--- src/rtl/dpram_arbiter_pkg.sv ---
// Shared constants and types for the dual-port RAM arbiter.
// Latency: n/a (declarations only).
// Backpressure: n/a.
package dpram_arbiter_pkg;

  localparam int DEF_NUM_REQ = 2;
  localparam int DEF_ADDR_W  = 10;
  localparam int DEF_DATA_W  = 32;

  // INIT clears the RAM after reset, RUN serves requesters.
  typedef enum logic {
    ST_INIT = 1'b0,
    ST_RUN  = 1'b1
  } state_t;

  // Pointer width that still works for a single requester.
  function automatic int ptr_width(input int n);
    return (n > 1) ? $clog2(n) : 1;
  endfunction

endpackage

--- src/rtl/rr_arbiter.sv ---
// Round-robin arbiter: one-hot grant to the first asserted request at or after the pointer.
// Latency: grant is combinational in the request cycle; pointer moves on the next edge.
// Backpressure: the pointer only advances when adv is high and a grant was produced.
module rr_arbiter
  import dpram_arbiter_pkg::*;
#(
  parameter  int N  = DEF_NUM_REQ,
  localparam int PW = ptr_width(N)
) (
  input  logic          clk,
  input  logic          rst_n,
  input  logic [N-1:0]  req,
  input  logic          adv,
  output logic [N-1:0]  gnt,
  output logic [PW-1:0] idx,
  output logic          any
);

  logic [PW-1:0] ptr;
  logic [PW-1:0] cand;
  logic [PW-1:0] ptr_nxt;

  // Scan requesters starting at the priority pointer, take the first one asserted.
  always_comb begin
    gnt  = '0;
    idx  = '0;
    any  = 1'b0;
    cand = '0;
    for (int k = 0; k < N; k++) begin
      cand = PW'((int'(ptr) + k) % N);
      if (!any && req[cand]) begin
        any      = 1'b1;
        gnt[cand] = 1'b1;
        idx      = cand;
      end
    end
  end

  // The requester after the winner becomes highest priority (wrapping at N-1).
  always_comb begin
    ptr_nxt = (idx == PW'(N - 1)) ? '0 : idx + 1'b1;
  end

  // Pointer holds when nothing was granted or the caller withdrew the grant.
  always_ff @(posedge clk) begin
    if (!rst_n) begin
      ptr <= '0;
    end else if (adv && any) begin
      ptr <= ptr_nxt;
    end
  end

endmodule

--- src/rtl/dpram_arbiter.sv ---
// Shares one simple dual-port RAM among NUM_REQ requesters, clearing it after reset.
// Latency: grants same cycle as request; rd_valid/rd_data one cycle after rd_gnt.
// Backpressure: ungranted requesters must hold their request; reads colliding with the granted write wait a cycle.
module dpram_arbiter
  import dpram_arbiter_pkg::*;
#(
  parameter int NUM_REQ = DEF_NUM_REQ,
  parameter int ADDR_W  = DEF_ADDR_W,
  parameter int DATA_W  = DEF_DATA_W
) (
  input  logic                      clk,
  input  logic                      rst_n,
  input  logic [NUM_REQ-1:0]        wr_req,
  input  logic [NUM_REQ*ADDR_W-1:0] wr_addr,
  input  logic [NUM_REQ*DATA_W-1:0] wr_data,
  output logic [NUM_REQ-1:0]        wr_gnt,
  input  logic [NUM_REQ-1:0]        rd_req,
  input  logic [NUM_REQ*ADDR_W-1:0] rd_addr,
  output logic [NUM_REQ-1:0]        rd_gnt,
  output logic [NUM_REQ-1:0]        rd_valid,
  output logic [DATA_W-1:0]         rd_data,
  output logic                      ram_wen,
  output logic [ADDR_W-1:0]         ram_waddr,
  output logic [DATA_W-1:0]         ram_din,
  output logic                      ram_ren,
  output logic [ADDR_W-1:0]         ram_raddr,
  input  logic [DATA_W-1:0]         ram_dout,
  output logic                      init_done
);

  localparam int PW = ptr_width(NUM_REQ);
  localparam logic [ADDR_W-1:0] CLR_LAST = {ADDR_W{1'b1}};

  state_t              state;
  logic [ADDR_W-1:0]   clr_cnt;
  logic                run;

  logic [ADDR_W-1:0]   wa_arr [NUM_REQ];
  logic [DATA_W-1:0]   wd_arr [NUM_REQ];
  logic [ADDR_W-1:0]   ra_arr [NUM_REQ];

  logic [NUM_REQ-1:0]  w_req;
  logic [NUM_REQ-1:0]  r_req;
  logic [NUM_REQ-1:0]  w_gnt;
  logic [NUM_REQ-1:0]  r_cand;
  logic [PW-1:0]       w_idx;
  logic [PW-1:0]       r_idx;
  logic                w_any;
  logic                r_any;
  logic                hazard;

  // Unpack the flat request buses into per-requester views.
  for (genvar i = 0; i < NUM_REQ; i++) begin : g_unpack
    assign wa_arr[i] = wr_addr[i*ADDR_W +: ADDR_W];
    assign wd_arr[i] = wr_data[i*DATA_W +: DATA_W];
    assign ra_arr[i] = rd_addr[i*ADDR_W +: ADDR_W];
  end

  // Clear sequencer: walk every address once, then serve requesters until reset.
  always_ff @(posedge clk) begin
    if (!rst_n) begin
      state     <= ST_INIT;
      clr_cnt   <= '0;
      init_done <= 1'b0;
    end else begin
      case (state)
        ST_INIT: begin
          clr_cnt <= clr_cnt + 1'b1;
          if (clr_cnt == CLR_LAST) begin
            state     <= ST_RUN;
            init_done <= 1'b1;
          end
        end
        ST_RUN: begin
          state <= ST_RUN;
        end
        default: begin
          state <= ST_INIT;
        end
      endcase
    end
  end

  assign run   = (state == ST_RUN);
  assign w_req = wr_req & {NUM_REQ{run}};
  assign r_req = rd_req & {NUM_REQ{run}};

  rr_arbiter #(.N(NUM_REQ)) u_wr_arb (
    .clk   (clk),
    .rst_n (rst_n),
    .req   (w_req),
    .adv   (1'b1),
    .gnt   (w_gnt),
    .idx   (w_idx),
    .any   (w_any)
  );

  rr_arbiter #(.N(NUM_REQ)) u_rd_arb (
    .clk   (clk),
    .rst_n (rst_n),
    .req   (r_req),
    .adv   (~hazard),
    .gnt   (r_cand),
    .idx   (r_idx),
    .any   (r_any)
  );

  // A read of the word being written this cycle would return stale data, so it waits.
  always_comb begin
    hazard = w_any && r_any && (ra_arr[r_idx] == wa_arr[w_idx]);
  end

  // Grants and RAM port muxing; INIT owns the write port for clearing.
  always_comb begin
    wr_gnt    = w_gnt;
    rd_gnt    = hazard ? '0 : r_cand;
    ram_ren   = r_any && !hazard;
    ram_raddr = ra_arr[r_idx];
    if (run) begin
      ram_wen   = w_any;
      ram_waddr = wa_arr[w_idx];
      ram_din   = wd_arr[w_idx];
    end else begin
      ram_wen   = 1'b1;
      ram_waddr = clr_cnt;
      ram_din   = '0;
    end
  end

  // Read data comes back one cycle after the grant; tag it with the requester.
  always_ff @(posedge clk) begin
    if (!rst_n) begin
      rd_valid <= '0;
    end else begin
      rd_valid <= rd_gnt;
    end
  end

  assign rd_data = ram_dout;

endmodule

--- config.mk ---
export PLATFORM = sky130hd
export DESIGN_NAME = dpram_arbiter
export DESIGN_NICKNAME = d
export VERILOG_FILES = /design/src/rtl/dpram_arbiter_pkg.sv /design/src/rtl/rr_arbiter.sv /design/src/rtl/dpram_arbiter.sv
export SDC_FILE = /design/constraint.sdc
export NUM_CORES = 1
export LEC_CHECK = 0
export CAP_MARGIN = 40
export CORE_AREA = 2 2 92 94
export CTS_BUF_LIST = sky130_fd_sc_hd__clkbuf_4
export DETAILED_ROUTE_END_ITERATION = 10
export DIE_AREA = 0 0 94 96
export PLACE_DENSITY = 0.79
export SLEW_MARGIN = 30
export SYNTH_ARGS = -nofsm -noshare
export SYNTH_HDL_FRONTEND = slang
export SYNTH_SLANG_ARGS = --single-unit
export TNS_END_PERCENT = 20
--- constraint.sdc ---
create_clock -name clk -period 4 [get_ports clk]
set_clock_uncertainty 0.15 [all_clocks]
set_input_delay 1 -clock clk [delete_from_list [all_inputs] [get_ports clk]]
set_output_delay 1 -clock clk [all_outputs]
set_load 0.05 [all_outputs]
==> results of run 1 <==
kinds of logic after synthesis:
kind of cell | after synthesis
AOI/OAI and AO/OA | 84
xor gates and xnor gates | 8
adders and majority gates | 1
buffers and inverters | 58
DFF | 16
muxes | 8
and+or+nand+nor | 155
layout make-up:
cell class | count | area share
repair buffers | 218 | 0.553
multi-input cells | 258 | 0.341
flip-flops and latches | 16 | 0.0683
well taps | 105 | 0.0279
clock buffers | 3 | 0.00478
inverters | 5 | 0.00399
clock inverters | 1 | 0.000797
state kept, by name, summed over array words and instances (netlist names):
signal,flops
clr_cnt,10
init_done,1
rd_valid,2
run,1
u_rd_arb.ptr,1
u_wr_arb.ptr,1
through the flow:
| step | setup TNS (ns) | util | instance area [um^2] |
|---|---|---|---|
| after CTS | 0 | 0.573 | 4610 |
| after detailed placement | -5.15 | 0.544 | 4380 |
| after global placement | -3.24 | 0.544 | 4380 |
| after global routing | -0.0286 | 0.585 | 4710 |
| after floorplan | -0.959 | - | 2070 |
| final | 0 | 0.585 | 4710 |
cell usage after synthesis, types with 3 or more instances:
library cell,number
a211oi_1,8
a21boi_0,5
a21oi_1,17
and2_1,4
and3_1,9
and4_1,3
buf_2,5
buf_4,32
clkbuf_1,13
dfxtp_1,16
inv_1,5
mux2i_1,6
nand2_1,82
nand3_1,8
nor2_1,31
o211a_1,3
o211ai_1,4
o21ai_0,42
or3_1,3
xor2_1,6
worst max path at each step:
stage                endpoint
floorplan           rd_gnt[1]
global placement    rd_gnt[0]
detailed placement  rd_gnt[0]
CTS                 rd_gnt[0]
global route        rd_gnt[0]
finish              rd_gnt[0]
worst max-delay path: cells and delay by family:
family	cells	cell delay (ns)
and+or+nand+nor	3	0.70
AOI/OAI and AO/OA	3	0.47
buffers and inverters	2	0.62
metal layers:
layer  part of all wire  vias to the layer above  GRT usage
li1                   -                     1436          -
met1               0.41                     1338      0.248
met2               0.50                      115      0.320
met3              0.062                       28     0.0454
met4              0.028                        0     0.0568
met5                  0                        -          0
power groups by stage:
stage	combinational, mW	sequential (mW)	clock (mW)
after floorplan	0.154	0.168	0
after global placement	0.239	0.169	0
after detailed placement	0.241	0.169	0
after CTS	0.256	0.165	0.0965
after global routing	0.284	0.166	0.0996
final	0.269	0.165	0.0939
timing repair:
| action | 4_1_cts | 5_1_grt |
|---|---|---|
| buffers inserted | 7 | 5 |
| pin swaps | 9 | 8 |
| setup endpoints to repair | 35 | 3 |
| gates cloned | 3 | 0 |
| resized for setup | 46 | 25 |
==> flow_summary.toml, run 1 <==
[yosys]
synth_edf_count = 0
syn_avg_cell_area_um2 = 6.24
yosys.area_share.simple = 0.349
synth_top_family_by_area = "simple AND/OR/NAND/NOR gates"
synth_compound_area_frac = 0.242
ys_ff_latch = 16
netlist_area_mm2 = 0.00206
ys_types = 42
synth-seq-area-share = 0.155
synth_ff_type = "dfxtp_1"
synth_area_leaders = "dfxtp_1 (16%), nand2_1 (15%), buf_4 (12%)"
async_flop_share = 0
ys.warnings.count = 0
syn_nets = 473
synth_top_area_frac = 0.155
syn_inst = 330
synthXorXnorAreaFrac = 0.0340
yosysTopAreaCell = "dfxtp_1"
synth-adder-area-share = 0.00607
synth.area.mux_share = 0.0401

[floorplan]
core_mm2 = 0.00805
die_h_um = 96
die_width_um = 94
rows = 33
pin_count = 235
start_util = 0.256
dieArea_mm2 = 0.00902

[place]
port_buffers = 170
numPlacedInstances = 588
gp_congestion = 0.898
dp_slack_ns = -0.543
hpwl_um = 7280

[sta]
period_minus_slack_ns = 3.94
slew_headroom = 0.629
rsz0062_at_grt = "true"
whs_ns = 0.361
setup_viol = 0
tightest_slew_ns = 0.557
max_freq_ghz = 0.254
timing.final.ws_setup_ns = 0.0644
hold_violations = 0
drv_slew = 0
min_period_over_period = 0.984

[global_routing]
antenna_found_initial = 0
grt_pass1_wl_um = 13900
grt_pass1_vias = 2856
grt_overflow = 0
grt_max_degree = 66
grt_usage = 0.192

[drt]
vias = 2917
wl_um = 9430
viasPerCell = 4.81
post_drt_wl_per_cell_um = 15.6
drtIter0Drc = 81
remaining_drc_errors = 0
ant_nets = 0
first_pass_iters = 4

[critical_path]
r2r_setup_slack_ns = 1.20
critPathKind = "input port to output pin"
crit_path_top_delay_cell = "clkdlybuf4s50_1"
startpoint_type = "input port"
cp.arrival_ns = 2.79
max_stage_delay_ns = 0.48
cp-end-kind = "output pin"
rr_worst_depth = 10
worst_ep_required_time_ns = 2.85
worstReg2RegEnd = "u_rd_arb.ptr"
crit_start = "wr_addr[3]"
crit_chain = "clkdlybuf4s50_1 -> a21boi_0 -> a211oi_1 -> and3b_1 -> and4_4 -> a21oi_4 -> and3_4 -> buf_12"
cp_max_fo = 3
r2r-start = "run"

[worst_hold_path]
holdPathStages = 2
holdPathEnd = "clr_cnt[6]"
hold_path_class = "register to register"
hold_start = "clr_cnt[6]"

[finish]
fillers = 714
drive_above_1_share = 0.309
seqCellArea_um2 = 322
multi_input_area_mm2 = 0.00161
synthToLayoutAreaGrowth_pct = 129
final_common_cell = "clkdlybuf4s50_1"
fin_cells = 606
nets = 645
final_cell_mix = "clkdlybuf4s50_1 (108), nand2_1 (81), buf_12 (55)"
n_antenna_cell = 0

[power]
p_int_mw = 0.366
p_sw_frac = 0.306
finalPower_mw = 0.528
comb_power_share = 0.509
clkPwrFrac = 0.178
p_switching_mw = 0.162
p_seq_frac = 0.313
power-per-cell-area_mw_per_mm2 = 112
ir_drop_uv = 80.8
p_leak_nw = 1.86

[clock_network]
hold_buffers = 0
numCtsBuffers = 3
clock_sink_count = 16
cts_tree = "done"
cts_root_buf = "clkbuf_4"
clock_latency_ns = 0.30
htree_levels = 1
clock_path_buffers = 2
clk_pin_slew_ns = 0.11

[run_status]
outcome = "completed"

[flow_run]
cap_violations = 0
Power figures use the tool's default switching activity.
==> run 2: changes to the inputs <==
Settings changed: GPL_TIMING_DRIVEN set to 0, SLEW_MARGIN 30 to unset.
==> run 2 against run 1 <==
Effect of this change: critical path depth grew 2; flip-flop and latch count is the same; first-iteration DRC count up 36%; worst setup slack worse by 0.023 ns; clock-buffer cell count unchanged; hold slack got worse by 0.0035 ns; die area unchanged; combinational power rose by 28%; register-to-register slack improved by 0.28 ns; sequential share of layout area grew 0.14 points; via count is 4.8% higher; wire length grew 3.3%; critical path type unchanged; largest power group unchanged; highest routed layer unchanged.
==> flow_summary.toml, run 2 (synthesized netlist as in run 1, its figures left out) <==
[finish]
fin_util = 0.571
largest_reg_flops = 10
fin_area_mm2 = 0.00460
fillers = 735
final_common_cell = "clkdlybuf4s50_1"
drive_above_1_share = 0.229
final_cell_mix = "clkdlybuf4s50_1 (158), nand2_1 (81), buf_4 (39)"
n_antenna_cell = 0
reg_top3 = "clr_cnt x10, rd_valid x2"
synthToLayoutAreaGrowth_pct = 123
nets = 689
largest_register = "clr_cnt"

[global_routing]
grt_pass1_wl_um = 13500
grt_usage = 0.188
grt_max_degree = 11
grt_pass1_vias = 2755
grt_overflow = 0
antenna_found_initial = 0

[clock_network]
clock_path_buffers = 2
clk_pin_slew_ns = 0.10
hold_buffers = 0
cts_root_buf = "clkbuf_4"
clock_latency_ns = 0.30
htree_levels = 1
clock_sink_count = 16
cts_tree = "done"
numCtsBuffers = 3

[critical_path]
cpMostUsedCell = "and2_4"
critPathKind = "input port to output pin"
cp.arrival_ns = 2.81
max_stage_delay_ns = 0.32
r2r-start = "run"
cp-end-kind = "output pin"
crit_path_top_delay_cell = "nor3_4"
cp_max_fo = 8
worstReg2RegEnd = "u_rd_arb.ptr"
worst_ep_required_time_ns = 2.85
crit_chain = "buf_2 -> and2_4 -> and2_4 -> buf_12 -> mux2i_4 -> xnor2_4 -> nor3_4 -> and2_4 -> nor2_4 -> buf_8"
r2r_setup_slack_ns = 1.48
rr_worst_depth = 10
startpoint_type = "input port"

[floorplan]
start_util = 0.256
die_width_um = 94
die_h_um = 96
pin_count = 235
dieArea_mm2 = 0.00902
core_mm2 = 0.00805
rows = 33

[drt]
post_drt_wl_per_cell_um = 15.0
vias = 3058
remaining_drc_errors = 0
ant_nets = 0
viasPerCell = 4.70
drtIter0Drc = 110
first_pass_iters = 4
wl_um = 9740

[sta]
rsz0062_at_grt = "true"
drv_slew = 0
setup_viol = 0
hold_violations = 0
tightest_slew_ns = 0.546
max_freq_ghz = 0.253
period_minus_slack_ns = 3.96
min_period_over_period = 0.990
slew_headroom = 0.636

[power]
power-per-cell-area_mw_per_mm2 = 131
p_leak_nw = 1.80
ir_drop_uv = 72.5

[flow_run]
cap_violations = 0

[worst_hold_path]
holdPathStages = 2
holdPathEnd = "clr_cnt[7]"
hold_start = "clr_cnt[7]"
hold_path_class = "register to register"

[place]
gp_congestion = 0.855
hpwl_um = 7760
placed_area_mm2 = 0.00422
port_buffers = 202

[run_status]
outcome = "completed"
-- run 2: cell types whose count changed in the layout (fill, tap and decap cells not counted), sizes merged, moves of 4 or more --
cell / before / now
buf: 107 / 55
clkdlybuf4s50: 108 / 158
clkdlybuf4s15: 0 / 31
clkbuf: 6 / 16
dlygate4sd2: 0 / 4
-- run 2: area by class of cell --
type,instances,area (um^2),share of cell area
Buffer,52,367,0.0798
Clock buffer,3,22.5,0.00490
Clock inverter,1,3.75,0.000817
Inverter,5,18.8,0.00408
Multi-Input combinational cell,257,1590,0.345
Sequential cell,16,320,0.0697
Tap cell,105,131,0.0286
Timing Repair Buffer,211,2140,0.467
-- run 2: through the flow --
step | setup TNS (ns) | total power [mW] | worst slack, ns | instances | hold slack (ns)
5_1_grt | -0.0632 | 0.635 | -0.0254 | 650 | 0.397
2_1_floorplan | -0.959 | 0.322 | -0.155 | 330 | 0.312
3_3_place_gp | -37.63 | 0.486 | -1.17 | 637 | 0.329
6_report | 0 | 0.604 | 0.0418 | 650 | 0.357
4_1_cts | -0.00210 | 0.600 | -0.00210 | 648 | 0.360
3_5_place_dp | -39.62 | 0.489 | -1.22 | 637 | 0.345
-- run 2: worst max-delay path by stage --
stage,startpoint,endpoint,cells after the start
CTS,wr_req[0],rd_gnt[0],10
floorplan,rd_req[0],rd_gnt[1],8
detailed placement,rd_req[1],rd_gnt[0],9
global placement,rd_req[1],rd_gnt[0],9
global route,wr_req[1],ram_ren,10
finish,wr_req[1],ram_ren,10
-- run 2: critical path, delay by kind of cell --
| family | cells | cell delay [ns] |
|---|---|---|
| buf+inv | 3 | 0.40 |
| xor+xnor | 1 | 0.11 |
| simple gates | 5 | 0.97 |
| mux | 1 | 0.30 |
-- run 2: what timing repair did --
action	in CTS	in global routing
buffers inserted	7	2
pin swaps	10	10
endpoints found under the setup margin	56	14
gates cloned	1	1
resized for setup	203	23
-- run 2: power breakdown --
part	internal, mW	switching, mW
Clock	0.0364	0.0594
Sequential	0.162	0.00314
Combinational	0.183	0.161
-- run 2: metal layers --
layer	GRT usage	share of wire	vias up	wire (um)
met5	0	0	-	0
met4	0.0145	0.0039	0	38
met3	0.0321	0.058	4	564
met2	0.334	0.52	122	5070
met1	0.249	0.42	1407	4070
li1	-	-	1525	-
==> run 3: changes to the inputs <==
Settings changed: ABC_AREA set to 0.
==> results of run 3 <==
Same layout as run 2: the final DEF is identical, and so are final timing and power.
